File: config.mk
export PLATFORM = sky130hd
export DESIGN_NAME = pulse_ratio_detector
export DESIGN_NICKNAME = d
export VERILOG_FILES = /design/src/rtl/pulse_ratio_detector.sv
export SDC_FILE = /design/constraint.sdc
export NUM_CORES = 1
export LEC_CHECK = 0
export CAP_MARGIN = 20
export CORE_UTILIZATION = 45
export DETAILED_ROUTE_END_ITERATION = 12
export SYNTH_ARGS = -nofsm -noshare
export SYNTH_HDL_FRONTEND = slang
export SYNTH_SLANG_ARGS = --single-unit
File: constraint.sdc
create_clock -name clk_in -period 2.6 [get_ports clk_in]
set_input_delay 0.78 -clock clk_in [delete_from_list [all_inputs] [get_ports clk_in]]
set_output_delay 0.78 -clock clk_in [all_outputs]
set_load 0.01 [all_outputs]
File: src/rtl/pulse_ratio_detector.sv
// Measures the spacing of a single-cycle pulse train and locks onto a
// stable interval, reporting the recovered ratio and loss-of-lock events.
module pulse_ratio_detector #(
   parameter int MAX_RATIO = 16,
   parameter int LOCK_COUNT = 4,
   localparam int RW = $clog2(MAX_RATIO + 1)
) (
   input  logic          clk_in,
   input  logic          rst_n,
   input  logic          clear,
   input  logic          pulse_in,
   output logic [RW-1:0] ratio,
   output logic          locked,
   output logic          lock_pulse,
   output logic          err
);

   localparam int MW = $clog2(LOCK_COUNT + 1);
   localparam logic [RW-1:0] MAXC = RW'(MAX_RATIO);
   localparam logic [MW-1:0] LOCKC = MW'(LOCK_COUNT);

   typedef enum logic [1:0] {
      IDLE,
      MEASURE,
      LOCKED
   } state_t;

   state_t state, state_nxt;
   logic [RW-1:0] cnt, cnt_nxt;
   logic [RW-1:0] cand, cand_nxt;
   logic [MW-1:0] match, match_nxt;
   logic [RW-1:0] ratio_nxt;
   logic          locked_nxt;
   logic          lock_pulse_nxt;
   logic          err_nxt;
   logic          tmo;
   logic          slip;

   // cnt holds the interval since the last pulse; it saturates at MAX_RATIO
   assign tmo  = !pulse_in && (cnt == MAXC) && (state != IDLE);
   assign slip = (state == LOCKED) && pulse_in && (cnt != ratio);

   always_ff @(posedge clk_in or negedge rst_n) begin
      if (!rst_n) begin
         state      <= IDLE;
         cnt        <= '0;
         cand       <= '0;
         match      <= '0;
         ratio      <= '0;
         locked     <= 1'b0;
         lock_pulse <= 1'b0;
         err        <= 1'b0;
      end else if (clear) begin
         state      <= IDLE;
         cnt        <= '0;
         cand       <= '0;
         match      <= '0;
         ratio      <= '0;
         locked     <= 1'b0;
         lock_pulse <= 1'b0;
         err        <= 1'b0;
      end else begin
         state      <= state_nxt;
         cnt        <= cnt_nxt;
         cand       <= cand_nxt;
         match      <= match_nxt;
         ratio      <= ratio_nxt;
         locked     <= locked_nxt;
         lock_pulse <= lock_pulse_nxt;
         err        <= err_nxt;
      end
   end

   always_comb begin
      state_nxt = state;
      cand_nxt  = cand;
      match_nxt = match;
      if (pulse_in)
         cnt_nxt = RW'(1);
      else if (cnt == MAXC)
         cnt_nxt = cnt;
      else
         cnt_nxt = cnt + 1'b1;
      unique case (state)
         IDLE: begin
            if (pulse_in) begin
               state_nxt = MEASURE;
               match_nxt = '0;
            end
         end
         MEASURE: begin
            if (tmo) begin
               state_nxt = IDLE;
               match_nxt = '0;
            end else if (pulse_in) begin
               if (match == '0 || cnt != cand) begin
                  cand_nxt  = cnt;
                  match_nxt = MW'(1);
               end else if (match != LOCKC) begin
                  match_nxt = match + 1'b1;
               end
               if (match_nxt == LOCKC)
                  state_nxt = LOCKED;
            end
         end
         LOCKED: begin
            if (tmo) begin
               state_nxt = IDLE;
               match_nxt = '0;
            end else if (slip) begin
               state_nxt = MEASURE;
               cand_nxt  = cnt;
               match_nxt = MW'(1);
            end
         end
         default: begin
            state_nxt = IDLE;
            match_nxt = '0;
         end
      endcase
   end

   always_comb begin
      lock_pulse_nxt = (state == MEASURE) && (state_nxt == LOCKED);
      err_nxt        = tmo || slip;
      locked_nxt     = (state_nxt == LOCKED);
      ratio_nxt      = '0;
      if (locked_nxt)
         ratio_nxt = (state == LOCKED) ? ratio : cand_nxt;
   end

endmodule

==> impl_summary.log <==
[metrics] reg-to-reg critical path startpoint: match[0]$_DFFE_PN0P_
[metrics] Peak VDD IR: 0.1917 mV
[metrics] Worst path slowest cell: clkdlybuf4s50_1
[metrics] leakage dissipation: 0.7229 nW
[metrics] type of the tightest min-delay check: register to register
[metrics] xor and xnor area share after synthesis: 0.07544
[metrics] Synthesized Nets: 190
[metrics] signed area change from the synthesized netlist to the final layout: 12.47%
[metrics] number of global-route vias before repair: 1303
[metrics] DR DRC count: 0
[metrics] count of mapped cells out of synthesis: 178
[metrics] Mean Syn Cell Area: 9.131 um2
[metrics] CTS clock-pin slew for the worst setup and hold paths: 0.13 ns
[metrics] share of the clock period used by the worst path after layout: 0.8620
[metrics] Synth Area in Adders: 0.06159
[metrics] Die ar.: 0.003856 mm2
[metrics] cell at the root of the clock tree: clkbuf_4
[metrics] via count: 1388
[metrics] Arrival @ worst endpoint: 2.48 ns
[metrics] compound-cell area share of the yosys netlist: 0.2410
[metrics] main combinational cell family by area after synthesis: compound AO/OA/AOI/OAI gates
[metrics] worst setup skew after layout: 0.001724 ns
[metrics] final core utilization: 0.5393
[metrics] num ports: 12
[metrics] required time of the worst setup path: 2.84 ns
[metrics] destination of the worst register-to-register timing path: ratio[1]$_DFFE_PN0P_
[metrics] initial core utilization: 0.4795
[metrics] number of distinct library cells after synthesis: 50
[metrics] share of final-layout standard cells stronger than drive strength 1: 0.1164
[metrics] sum of net half-perimeters after detailed placement: 2.841 mm
[metrics] Critical Path Source Type: primary input
[metrics] post-route setup TNS: 0 ns
[metrics] worst-skew pair later-pin latency: 0.32 ns
[metrics] gp weighted congestion: 0.9139
[metrics] pins over their slew limit: 0
[metrics] Worst Min Path Start: cand[3]$_DFF_PN0_
[metrics] setup ws final: 0.3587 ns
[metrics] prevailing post-synth register cell: dfrtp_1
[metrics] average vias per placed instance: 5.906
[metrics] hold-fix buffers at CTS: 0
[metrics] combined global-route utilization of all metal layers: 0.2133
[metrics] initial antenna violation count: 0
[metrics] stage delay of the slowest cell on the critical path: 0.63 ns
[metrics] number of flip-flops and latches in the synthesized netlist: 23
[metrics] cell area power density: 365.8 mW/mm2
[metrics] horizontal die dimension: 62.10 um
[metrics] most crowded layer after global routing: met2
[metrics] dpl ws: 0.04244 ns
[metrics] die span in y: 62.10 um
[metrics] EDFF count, synth: 0
[metrics] diode insertion count for antenna repair: 0
[metrics] final worst path period need: 2.241 ns
[metrics] Pre-Repair DR Iteration Count: 4
[metrics] CTS tree: yes
[metrics] crit path cell chain: clkdlybuf4s50_1 -> o311ai_2 -> a2111oi_4 -> a22oi_2 -> nor3_1
[metrics] # clock sinks: 23
[metrics] RSZ-0062 raised after global routing: no
[metrics] number of buffers inserted by port buffering: 11
[metrics] number of warnings issued by yosys: 0
[metrics] combined area of all synthesized cells: 0.001625 mm2
[metrics] crit end category: register
[metrics] critical path's top delay family: compound AO/OA/AOI/OAI gates
[metrics] final hold slack: 0.5488 ns
[metrics] Post-Synth Simple-Gate Area: 0.2040
[metrics] clock buffers created by TritonCTS: 3
[metrics] number of endpoints failing setup at the final stage: 0
[metrics] Bufs on Longest Clock Path: 2
[metrics] sum of routed wire length over all layers: 3.764 mm
[metrics] DRT iter0 DRCs: 58
[metrics] Hold EP: cand[3]$_DFF_PN0_
[metrics] share of synthesized area spent on multiplexers: 0
[metrics] total power: 0.6686 mW
[metrics] gr ovfl total: 0
[metrics] post-detailed-route count of antenna-violating nets: 0
[metrics] Core Area: 0.003390 mm2
[metrics] Post-CTS Setup Bufs: 0
[metrics] met3 Use GR: 0.04044
[metrics] cell row count: 21
[metrics] number of stages on the worst hold path: 1
[metrics] CTS H-tree lvls: 1
[metrics] cell count along the critical path: 5
[metrics] Worst slew margin: 0.7039
[metrics] CP bufs+invs: 1
[metrics] Worst Max-Slew Pin Slew: 0.4425 ns
[metrics] max capacitance violation total: 0
[metrics] fraction of met1 tracks used by global routing: 0.2960
[metrics] outcome: finished clean
[metrics] setup slack of the worst register-to-register path: 0.37 ns
[metrics] depth of the most critical reg-to-reg path: 7
[metrics] met2 routing resource usage after global routing: 0.3379
[metrics] first-pass GRT wire length: 6.541 mm
[metrics] Wirelength per Cell: 16.02 um
[metrics] maximum clock frequency: 446.2 MHz
[metrics] pin count of the biggest net entering global routing: 24
[metrics] final hold violation count: 0
[metrics] fraction of registers with async set/reset: 1.000
[metrics] total of cells resized after clock tree synthesis: 0
[metrics] peak fanout along the critical path: 9
[metrics] number of nets at the end of the flow: 202
[metrics] sequential-to-total area share from yosys stat: 0.3541
[metrics] critical path start-end classification: primary input to register
==> metrics by stage <==
step / instances / cell area, um2
6_report: 235 / 1828
5_1_grt: 235 / 1828
4_1_cts: 235 / 1828
3_5_place_dp: 231 / 1802
3_3_place_gp: 231 / 1802
2_1_floorplan: 178 / 1625
==> routing by layer <==
metal	vias to the layer above	routed length, um
li1	670	-
met4	0	79
met5	-	0
met1	661	1782
met2	49	1717
met3	8	185
==> state kept, by name, indices dropped and copies added, names as in the netlist <==
register	flops
match	3
cnt	5
state	2
ratio	5
lock_pulse	1
err	1
cand	5
locked	1
==> Yosys cell counts, types with 2 or more instances <==
master      n  area, um2
dfrtp_1    23      575.6
nand2_1    13      48.80
a21oi_1    12      60.06
inv_1      12      45.04
xnor2_1    12      105.1
nor3_1     11      55.05
ha_1        8      100.1
nand2b_1    7      43.79
nand3_1     7      35.03
nor2_1      7      26.28
buf_2       6      30.03
a41oi_1     5      43.79
a22o_1      4      35.03
clkbuf_1    4      15.01
o211ai_1    4      30.03
o2bb2ai_1   4      35.03
and3b_1     2      17.52
clkbuf_2    2      10.01
o21ai_0     2      10.01
or2_2       2      12.51
xor2_1      2      17.52
==> where the power goes <==
group	internal [mW]	leakage (nW)	switching, mW
clock	0.0600	0.0150	0.114
combinational	0.0475	0.391	0.0707
sequential	0.364	0.317	0.0124
total	0.471	0.723	0.197
==> kinds of logic (layout without fill, tap and decap cells) <==
kind of cell	count (synthesis)	count (layout)
flops	23	23
simple gates	60	60
fa+ha+maj	8	8
compound gates	48	48
buf+inv	25	36
xor+xnor	14	14
==> layout by cell type (no fill, tap or decap), types with 2 or more instances in the layout <==
| cell type | Yosys | final |
|---|---|---|
| o21ai_0 | 2 | 2 |
| xor2_1 | 2 | 2 |
| buf_4 | 0 | 9 |
| nand3_1 | 7 | 7 |
| and3b_1 | 2 | 2 |
| nand2b_1 | 7 | 7 |
| clkdlybuf4s50_1 | 0 | 11 |
| o211ai_1 | 4 | 4 |
| ha_1 | 8 | 8 |
| clkbuf_4 | 0 | 3 |
| nand2_1 | 13 | 13 |
| or2_2 | 2 | 2 |
| o2bb2ai_1 | 4 | 4 |
| a21oi_1 | 12 | 12 |
| a22o_1 | 4 | 4 |
| xnor2_1 | 12 | 12 |
| dfrtp_1 | 23 | 23 |
| a41oi_1 | 5 | 5 |
| nor2_1 | 7 | 7 |
| inv_1 | 12 | 12 |
| nor3_1 | 11 | 11 |
==> worst max-delay path by stage <==
stage	slack, ns	to	startpoint
6_report	0.36	ratio[1]$_DFFE_PN0P_	pulse_in
5_1_grt	0.20	lock_pulse$_DFF_PN0_	match[0]$_DFFE_PN0P_
4_1_cts	0.37	ratio[1]$_DFFE_PN0P_	pulse_in
3_5_place_dp	0.04	ratio[1]$_DFFE_PN0P_	pulse_in
3_3_place_gp	0.12	ratio[2]$_DFFE_PN0P_	pulse_in
2_1_floorplan	0.66	lock_pulse$_DFF_PN0_	pulse_in
==> cell type report <==
type | instances | area, um2
timing repair buffer | 20 | 177.7
clock buffer | 4 | 26.28
multi-input combinational | 130 | 945.9
tap | 46 | 57.56
sequential | 23 | 575.6
inverter | 12 | 45.04
fill | 298 | 1562
==> worst register-to-register path, delay by kind of cell, from the launching register on <==
family          cells  cell delay, ns
simple gates        2            0.35
buf+inv             1            0.09
compound gates      3            0.96
flops               1            0.47
fa+ha+maj           1            0.23
No activity file was read; power rests on OpenSTA's default activity.
